### config.mk
export PLATFORM = sky130hd
export DESIGN_NAME = spi_aes_frame_rx_flat
export DESIGN_NICKNAME = d
export VERILOG_FILES = /design/src/rtl/spi_aes_frame_rx_if.sv /design/src/rtl/spi_aes_frame_rx.sv /design/src/flat_wrapper.sv
export SDC_FILE = /design/constraint.sdc
export NUM_CORES = 1
export LEC_CHECK = 0
export CAP_MARGIN = 5
export CORE_ASPECT_RATIO = 1.2
export CORE_MARGIN = 2
export CORE_UTILIZATION = 55
export DETAILED_ROUTE_END_ITERATION = 8
export PLACE_DENSITY = 0.81
export SLEW_MARGIN = 20
export SYNTH_ARGS = -nofsm -noshare
export SYNTH_HDL_FRONTEND = slang
export SYNTH_SLANG_ARGS = --single-unit
### constraint.sdc
create_clock -name clk_master -period 3 [get_ports clk_master]
set_input_delay 0.6 -clock clk_master [delete_from_list [all_inputs] [get_ports clk_master]]
set_output_delay 0.6 -clock clk_master [all_outputs]
set_load 0.02 [all_outputs]
### src/rtl/spi_aes_frame_rx_if.sv
// SPI pin bundle between the AES SPI master and the frame receiver.
`timescale 1ns/1ps
interface spi_aes_frame_rx_if;
    logic sclk;
    logic cs_n;
    logic mosi;
    logic miso;

    modport master (output sclk, output cs_n, output mosi, input miso);
    modport slave  (input sclk, input cs_n, input mosi, output miso);
endinterface

### src/rtl/spi_aes_frame_rx.sv
// SPI mode-0 slave: receives a data block + key frame for the AES engine
// and returns the previously loaded result block on miso.
`timescale 1ns/1ps
module spi_aes_frame_rx #(
    parameter int unsigned Nk = 4
) (
    input  logic                clk_master,
    input  logic                rst,
    spi_aes_frame_rx_if.slave   spi,
    input  logic [127:0]        result_in,
    input  logic                result_load,
    output logic [127:0]        data_out,
    output logic [Nk*32-1:0]    key_out,
    output logic                frame_valid,
    output logic                frame_err,
    output logic                busy
);

    localparam int unsigned KEY_BITS   = Nk * 32;
    localparam int unsigned FRAME_BITS = 128 + KEY_BITS;
    localparam int unsigned CNT_W      = $clog2(FRAME_BITS + 2);

    typedef enum logic [1:0] {IDLE, SHIFT, DONE} state_t;

    state_t                state;
    logic                  sclk_s1, sclk_s2, sclk_s3;
    logic                  cs_s1, cs_s2, cs_s3;
    logic                  mosi_s1, mosi_s2;
    logic [FRAME_BITS-1:0] shift;
    logic [127:0]          tx_reg;
    logic [CNT_W-1:0]      bit_cnt;

    logic sclk_rise_c, sclk_fall_c, cs_fall_c, cs_rise_c;

    assign sclk_rise_c =  sclk_s2 & ~sclk_s3;
    assign sclk_fall_c = ~sclk_s2 &  sclk_s3;
    assign cs_fall_c   = ~cs_s2   &  cs_s3;
    assign cs_rise_c   =  cs_s2   & ~cs_s3;

    // Two-flop synchronisers plus a third copy for edge detection
    always_ff @(posedge clk_master) begin
        if (!rst) begin
            sclk_s1 <= 1'b0;
            sclk_s2 <= 1'b0;
            sclk_s3 <= 1'b0;
            cs_s1   <= 1'b1;
            cs_s2   <= 1'b1;
            cs_s3   <= 1'b1;
            mosi_s1 <= 1'b0;
            mosi_s2 <= 1'b0;
        end else begin
            sclk_s1 <= spi.sclk;
            sclk_s2 <= sclk_s1;
            sclk_s3 <= sclk_s2;
            cs_s1   <= spi.cs_n;
            cs_s2   <= cs_s1;
            cs_s3   <= cs_s2;
            mosi_s1 <= spi.mosi;
            mosi_s2 <= mosi_s1;
        end
    end

    always_ff @(posedge clk_master) begin
        if (!rst) begin
            state       <= IDLE;
            shift       <= '0;
            tx_reg      <= '0;
            bit_cnt     <= '0;
            data_out    <= '0;
            key_out     <= '0;
            spi.miso    <= 1'b0;
            frame_valid <= 1'b0;
            frame_err   <= 1'b0;
            busy        <= 1'b0;
        end else begin
            frame_valid <= 1'b0;
            frame_err   <= 1'b0;
            case (state)
                IDLE: begin
                    // A load coinciding with the cs_n fall is presented immediately
                    if (result_load) begin
                        tx_reg   <= result_in;
                        spi.miso <= result_in[127];
                    end else begin
                        spi.miso <= tx_reg[127];
                    end
                    if (cs_fall_c) begin
                        bit_cnt <= '0;
                        busy    <= 1'b1;
                        state   <= SHIFT;
                    end
                end
                SHIFT: begin
                    if (sclk_rise_c) begin
                        shift <= {shift[FRAME_BITS-2:0], mosi_s2};
                        if (bit_cnt != CNT_W'(FRAME_BITS + 1))
                            bit_cnt <= bit_cnt + CNT_W'(1);
                    end
                    if (sclk_fall_c) begin
                        tx_reg   <= {tx_reg[126:0], 1'b0};
                        spi.miso <= tx_reg[126];
                    end
                    if (cs_rise_c)
                        state <= DONE;
                end
                DONE: begin
                    if (bit_cnt == CNT_W'(FRAME_BITS)) begin
                        data_out    <= shift[FRAME_BITS-1:KEY_BITS];
                        key_out     <= shift[KEY_BITS-1:0];
                        frame_valid <= 1'b1;
                    end else begin
                        frame_err   <= 1'b1;
                    end
                    busy  <= 1'b0;
                    state <= IDLE;
                end
                default: state <= IDLE;
            endcase
        end
    end

endmodule

### src/flat_wrapper.sv
// flat-port wrapper written by rule: the top's interface ports become plain ports
module spi_aes_frame_rx_flat 
#(
    parameter int unsigned Nk = 4
)
  (clk_master, rst, result_in, result_load, data_out, key_out, frame_valid, frame_err, busy, spi_sclk, spi_cs_n, spi_mosi, spi_miso);
  spi_aes_frame_rx_if spi_i ();
  input  logic clk_master;
  input  logic rst;
  input  logic [127:0] result_in;
  input  logic result_load;
  output logic [127:0] data_out;
  output logic [Nk*32-1:0] key_out;
  output logic frame_valid;
  output logic frame_err;
  output logic busy;
  input wire logic [$bits(spi_i.sclk)-1:0] spi_sclk;
  input wire logic [$bits(spi_i.cs_n)-1:0] spi_cs_n;
  input wire logic [$bits(spi_i.mosi)-1:0] spi_mosi;
  output wire logic [$bits(spi_i.miso)-1:0] spi_miso;
  assign spi_i.sclk = spi_sclk;
  assign spi_i.cs_n = spi_cs_n;
  assign spi_i.mosi = spi_mosi;
  assign spi_miso = spi_i.miso;
  spi_aes_frame_rx #(.Nk(Nk)) u_core (.clk_master(clk_master), .rst(rst), .spi(spi_i), .result_in(result_in), .result_load(result_load), .data_out(data_out), .key_out(key_out), .frame_valid(frame_valid), .frame_err(frame_err), .busy(busy));
endmodule
## Word-level counts from Yosys, hierarchy flattened

Index checks and enable logic that the tools add are counted.

| storage, ports and cells | value |
|---|---|
| input bits | 134 |
| output and inout port bits | 260 |
| register bits | 663 |
| word-level logic and storage cells | 65 |

| cells by class | value |
|---|---|
| equality and inequality tests | 10 |
| $add $sub $neg | 1 |
| mux-type cells | 17 |
| reductions and logical operators | 11 |
| bitwise operators | 8 |

Operators with widths:

| kind | number |
|---|---|
| $mux W128 | 2 |
| $pmux W128 S2 | 1 |
| $mux W9 | 3 |
| $pmux W9 S2 | 1 |
| $reduce_and A2 Y1 | 6 |
| $ne A2 B1 Y1 const B | 5 |
| $add A9 B1 Y9 const B | 1 |
| $eq A9 B9 Y1 const B | 1 |
| $ne A9 B9 Y1 const B | 1 |
| $mux W1 | 5 |
| $and A1 B1 Y1 | 4 |
| $mux W2 | 2 |
| $not A1 Y1 | 4 |
| $pmux W1 S2 | 2 |
| $pmux W2 S2 | 1 |
| $reduce_and A4 Y1 | 1 |
| $reduce_bool A2 Y1 | 2 |
| $reduce_and A3 Y1 | 1 |
| $eq A2 B1 Y1 const B | 1 |
| $eq A2 B2 Y1 const B | 1 |
| $logic_not A2 Y1 | 1 |
| $ne A2 B2 Y1 const B | 1 |

## Longest topological paths before layout

Gate-level depths: netlist (run 1).

| logic depth | value |
|---|---|
| word-level depth | 4 |
| depth in mapped cells | 9 |

## Worst setup path before layout (run 1)

Ideal clock, no wire load.

| timing path | value |
|---|---|
| path kind | input port to flip-flop |
| start | in rst |
| end | reg u_core.tx_reg[100] |
| cell stages on the path | 5 |
| required time | 2941 ps |
| buffers on the path | 4 |
| arrival time | 1657 ps |
| path slack | 1285 ps |
| cell sequence | buf_2 -> buf_2 -> buf_1 -> clkbuf_1 -> o211a_1 |

RTL lines:

| what | line | RTL |
|---|---|---|
| from (decl) | flat_wrapper.sv:9 | `input logic rst;` |
| to (signal assigned) | spi_aes_frame_rx.sv:82 | `tx_reg <= result_in;` |
| to (signal assigned) | spi_aes_frame_rx.sv:100 | `tx_reg <= {tx_reg[126:0], 1'b0};` |
| to (decl) | spi_aes_frame_rx.sv:30 | `logic [127:0] tx_reg;` |

No word-level cell between the ends.

## Final worst setup path (run 1)

| timing path | value |
|---|---|
| start | reg u_core.state[0] |
| end | reg u_core.shift[169] |

| between the ends | value |
|---|---|
| word-level cells in the longest chain between the ends | 2 |

RTL lines:

| what | line | RTL |
|---|---|---|
| from (decl) | spi_aes_frame_rx.sv:25 | `state_t state;` |
| from (signal assigned) | spi_aes_frame_rx.sv:65 | `state <= IDLE;` |
| from (signal assigned) | spi_aes_frame_rx.sv:90 | `state <= SHIFT;` |
| from (signal assigned) | spi_aes_frame_rx.sv:104 | `state <= DONE;` |
| $eq A2 B1 Y1 | spi_aes_frame_rx.sv:78 | `case (state)` |
| $reduce_and A2 Y1 (no line) | n/a |  |
| to (signal assigned) | spi_aes_frame_rx.sv:95 | `shift <= {shift[FRAME_BITS-2:0], mosi_s2};` |
| to (decl) | spi_aes_frame_rx.sv:29 | `logic [FRAME_BITS-1:0] shift;` |

Every way passes these cells.
A chain may end at the register's enable or synchronous reset.

==> results.yml, run 1 <==
run_status:
  status: "finished clean"
cells_and_area:
  fin_util_pct: 68.6
  drive_gt1_share_pct: 8.31
  multi_input_area_um2: 11700
  area_growth_pct: 22.9
  fin_nets: 3425
  final_cell_mix: "1292 x nand2_1, 663 x dfxtp_1, 392 x clkdlybuf4s50_1"
  design_area_um2: 32200
  fillers: 3603
  top_register: "u_core.shift"
  final_cell_count_no_fill: 3958
  antennaDiodeCount: 0
  largest_reg_flops: 256
  final_common_cell: "nand2_1"
  ff_latch_area_um2: 13300
synthesis:
  ys_types: 46
  synth-edff-count: 0
  yosys_warnings: 0
  synth_top_cell_by_area: "dfxtp_1"
  synthFlopType: "dfxtp_1"
  synthCells: 3050
  ys_seq_area_share_pct: 50.6
  ys_top_cells_by_area: "dfxtp_1 51%, nand2_1 18%, a21boi_0 7.9%, a21boi_2 5.8%, o211a_1 4.8%"
  syn_area_per_cell_um2: 8.60
  synthArstFlopShare_pct: 0
  yosysTopAreaCellShare_pct: 50.6
  syn_nets: 3187
  synthesis.area_um2: 26200
  ys_ff_latch: 663
sta:
  whs_ns: 0.366
  rsz0062_at_grt: "no"
  setup_viol: 0
  max_slew.worst_pin.slew_ns: 1.02
  period_share_pct: 78.6
  min_period_ns: 2.36
  fin_skew_ns: 0.0275
  relSlewSlack_pct: 31.8
  hold_violations: 0
  max_freq_mhz: 424
  fin_tns_setup_ns: 0
  slew_violations: 0
clocking:
  cts_setup_buffers: 0
  cts_root_buf: "clkbuf_16"
  cts_htree_levels: 2
  hold_buffers: 0
  insertion_delay_ns: 0.62
  cts_max_path_buffers: 3
  path_clk_slew_ns: 0.07
  cts.sinks: 663
  cts_made_buffers: 61
  cts_resized: 0
  cts_tree: "yes"
route:
  initialDrtViolationCount: 1402
  drc: 0
  wl_per_cell_um: 15.4
  vias_per_cell: 5.42
  dr.pass1.iters: 5
  antenna_left: 0
  vias: 21400
  wl_mm: 61.0
global_route:
  grt_pass1_vias: 20200
  globalRouteTotalUtil_pct: 24.0
  overflow: 0
  grt_pass1_wl_mm: 99.3
  grt_start_max_net_pins: 145
  antenna_found_initial: 0
worst_setup_path:
  path_class: "flop to flop"
  r2r_end: "u_core.shift[169]"
  path_cells: "nor4bb_4 > buf_12 > nand2_1 > a21boi_0"
  startpoint_type: "flop"
  crit_arrival_ns: 2.88
  crit_required_ns: 3.52
  cp_num_cells: 4
  path_buf_inv: 1
  max_stage_delay_ns: 0.72
  worst-r2r-setup-slack_ns: 0.64
  r2r-start: "u_core.state[0]"
  worst_path_max_delay_cell: "dfxtp_1"
  worstPathMaxFanout: 118
  critical-path-top-delay-family: "simple AND/OR/NAND/NOR gates"
  reg2reg_depth: 4
  endpoint_kind: "flop"
power_and_ir_drop:
  irDropWorstVdd_mv: 0.504
  powerDensity_nw_per_um2: 558
  p_leak_nw: 11.9
floorplan:
  fp.dieW_um: 203
  pin_count: 394
  die_h_um: 243
  design.core.area_um2: 47000
  design.die.area_um2: 49500
  std_cell_rows: 87
  initial_core_util_pct: 55.8
placed_design:
  portBuffers: 393
  postPlaceCellArea_um2: 30200
  placedCellCount: 3848
  place_congestion: 0.850
  place_hpwl_mm: 38.9
flow_run:
  maxCapViolCount: 0
worst_hold_path:
  whs_path_depth: 2
  hold_path_end: "u_core.cs_s1"
  hp-start: "rst"
  hold_path_class: "primary input to flop"
[metal layers]
metal | up-vias | share of wire, % | global-route usage [%]
met5 | - | 0 | 0
met4 | 0 | 3.5 | 9.51
met3 | 120 | 5.6 | 3.83
met2 | 606 | 49 | 40.9
met1 | 10300 | 42 | 30.3
li1 | 10500 | - | -
[kinds of logic after synthesis]
| family | count (synthesis) | share of synthesized area, % |
|---|---|---|
| mux | 2 | 0.0763 |
| flops | 663 | 50.6 |
| xor+xnor | 1 | 0.0334 |
| compound gates | 658 | 22.0 |
| simple gates | 1470 | 22.3 |
| fa+ha+maj | 3 | 0.143 |
| buf+inv | 253 | 4.91 |
[through the flow]
| stage | setup WS, ns | power, mW |
|---|---|---|
| after floorplan | 1.28 | 9.86 |
| after global placement | 0.471 | 10.2 |
| after detailed placement | 0.421 | 10.2 |
| after CTS | 0.651 | 18.1 |
| after global routing | 0.472 | 18.6 |
| final | 0.641 | 18.0 |
[area by class of cell]
class	count	share of cell area, %
clock inverter	29	1.19
inverter	3	0.0349
tap	623	2.42
clock buffer	81	5.22
sequential	663	41.2
multi-input combinational	2134	36.4
timing repair buffer	425	13.6
[worst register-to-register path, delay by kind of cell (launching register included)]
kind	cells	cell delay (ns)
simple gates	2	0.85
flops	1	0.72
buf+inv	1	0.44
compound gates	1	0.25
[worst max path at each step]
stage,startpoint,to,slack [ns]
after floorplan,rst,u_core.tx_reg[100],1.28
after global placement,result_load,u_core.tx_reg[0],0.47
after detailed placement,result_load,u_core.tx_reg[80],0.42
after CTS,u_core.state[1],u_core.key_out[74],0.65
after global routing,u_core.state[0],u_core.shift[169],0.47
final,u_core.state[0],u_core.shift[169],0.64
[power by group]
| group | internal, mW | total (mW) | switching (mW) |
|---|---|---|---|
| Combinational | 0.483 | 0.926 | 0.442 |
| Clock | 4.64 | 7.98 | 3.34 |
| Sequential | 8.98 | 9.08 | 0.100 |
| Total | 14.1 | 18.0 | 3.88 |
[cell usage after synthesis, types with 7 or more instances]
library cell / instances
a21boi_2: 136
buf_2: 75
nand2_1: 1292
a21boi_1: 104
o211a_1: 127
buf_6: 24
nand2b_1: 7
dfxtp_1: 663
nand3_1: 129
clkbuf_1: 140
a21boi_0: 276
Note: power is estimated with default switching activity, not from simulation.
==> run 2: changes to the inputs <==
--- a/config.mk
+++ b/config.mk
@@ -8,9 +8,9 @@
 export CAP_MARGIN = 5
 export CORE_ASPECT_RATIO = 1.2
 export CORE_MARGIN = 2
-export CORE_UTILIZATION = 55
+export CORE_UTILIZATION = 49
 export DETAILED_ROUTE_END_ITERATION = 8
-export PLACE_DENSITY = 0.81
+export PLACE_DENSITY = 0.76
 export SLEW_MARGIN = 20
 export SYNTH_ARGS = -nofsm -noshare
 export SYNTH_HDL_FRONTEND = slang
==> constraint.sdc (replaced) <==
create_clock -name clk_master -period 2.15 [get_ports clk_master]
set_input_delay 0.43 -clock clk_master [delete_from_list [all_inputs] [get_ports clk_master]]
set_output_delay 0.43 -clock clk_master [all_outputs]
set_load 0.02 [all_outputs]
==> results.yml, run 2 (synthesis results as in run 1) <==
run_status:
  status: "finished clean"
worst_setup_path:
  r2r_end: "u_core.key_out[31]"
  startpoint: "u_core.key_out[127]"
  max_stage_delay_ns: 0.75
  endpoint_kind: "output pin"
  cp-endpoint: "key_out[127]"
  crit_arrival_ns: 1.65
  path_cells: "clkdlybuf4s50_1"
  worst-r2r-setup-slack_ns: 0.24
  crit_required_ns: 1.72
  critical-path-top-delay-family: "buffers and inverters"
  path_class: "flop to output pin"
  reg2reg_depth: 7
  worstPathMaxFanout: 2
  r2r-start: "u_core.bit_cnt[0]"
  path_buf_inv: 1
  worst_path_max_delay_cell: "clkdlybuf4s50_1"
  cp_num_cells: 1
  startpoint_type: "flop"
placed_design:
  place_congestion: 0.855
  post-place-ws_ns: 0.0529
  portBuffers: 393
  place_hpwl_mm: 41.6
  placedCellCount: 3952
cells_and_area:
  antennaDiodeCount: 0
  final_cell_mix: "1292 x nand2_1, 663 x dfxtp_1, 392 x clkdlybuf4s50_1"
  area_growth_pct: 25.7
  drive_gt1_share_pct: 9.16
  final_common_cell: "nand2_1"
  top_register: "u_core.shift"
  largest_reg_flops: 256
  final_cell_count_no_fill: 4069
  fin_util_pct: 62.5
  fin_nets: 3452
sta:
  relSlewSlack_pct: 67.2
  setup_viol: 0
  period_share_pct: 96.8
  slew_violations: 0
  rsz0062_at_grt: "no"
  max_freq_mhz: 481
  min_period_ns: 2.08
  max_slew.worst_pin.slew_ns: 0.492
  fin_tns_setup_ns: 0
  worst_slack_ns: 0.0693
  fin_skew_ns: 0.0267
  hold_violations: 0
floorplan:
  die_h_um: 257
  initial_core_util_pct: 49.8
  pin_count: 394
  design.die.area_um2: 55400
  std_cell_rows: 92
  design.core.area_um2: 52700
  fp.dieW_um: 215
power_and_ir_drop:
  power_mw: 26.4
  irDropWorstVdd_mv: 0.498
  powerDensity_nw_per_um2: 800
  p_leak_nw: 12.2
route:
  antenna_left: 0
  wl_met3_mm: 3.46
  wl_met1_mm: 26.3
  wl_met2_mm: 31.3
  drc: 0
  vias: 21400
  initialDrtViolationCount: 1540
  top_layer: "met5"
  dr.pass1.iters: 5
  wl_per_cell_um: 15.5
  vias_per_cell: 5.26
  wl_mm: 63.2
worst_hold_path:
  hold_path_class: "primary input to flop"
clocking:
  insertion_delay_ns: 0.59
  cts_made_buffers: 66
  hold_buffers: 0
  cts.sinks: 663
  path_clk_slew_ns: 0.06
  cts_max_path_buffers: 3
  cts_tree: "yes"
  cts_setup_buffers: 0
  cts_resized: 0
  cts_root_buf: "clkbuf_16"
  cts_htree_levels: 3
global_route:
  antenna_found_initial: 1
  grt_pass1_vias: 20600
  overflow: 0
  globalRouteTotalUtil_pct: 22.1
  grt_start_max_net_pins: 153
  grt_pass1_wl_mm: 102
flow_run:
  maxCapViolCount: 0
run 2: cell types whose count changed in the layout (fill, tap and decap cells not counted), sizes merged:
cell	previous run	this run
clkinv	16	10
inv	6	3
buf	33	55
clkbuf	81	96
bufinv	8	9
run 2: area by class of cell:
type                    count  area, um^2
fillers                  4425       19700
multi-input cells        2134       11700
clock inverters            21         350
well taps                 705         882
flip-flops and latches    663       13300
repair buffers            447        4720
inverters                   3        11.3
clock buffers              96        2010
run 2: how the worst min path moves through the flow:
| stage | start | end | slack, ns | depth (start not counted) |
|---|---|---|---|---|
| 2_1_floorplan | u_core.cs_s1 | u_core.cs_s2 | 0.39 | 1 |
| 3_3_place_gp | u_core.cs_s1 | u_core.cs_s2 | 0.40 | 1 |
| 3_5_place_dp | u_core.cs_s1 | u_core.cs_s2 | 0.41 | 1 |
| 4_1_cts | rst | u_core.cs_s2 | 0.15 | 2 |
| 5_1_grt | rst | u_core.cs_s2 | 0.18 | 2 |
| 6_report | rst | u_core.cs_s3 | 0.18 | 2 |
run 2: stage by stage:
stage          hold WS, ns  cell area, um^2
3_5_place_dp         0.415            30600
5_1_grt              0.179            33000
2_1_floorplan        0.386            26200
6_report             0.177            33000
3_3_place_gp         0.399            30600
4_1_cts              0.153            33000
run 2: where the power goes:
group / internal [mW] / switching (mW) / total [mW] / leakage, nW
sequential: 12.5 / 0.142 / 12.7 / 5.37
combinational: 0.725 / 0.651 / 1.38 / 5.64
clock: 7.58 / 4.76 / 12.3 / 1.16
total: 20.8 / 5.56 / 26.4 / 12.2
run 2: routing by layer:
layer,vias to the layer above,GRT usage [%]
li1,10500,-
met1,10200,27.2
met2,578,38.2
met3,118,3.63
met4,2,9.39
met5,-,0
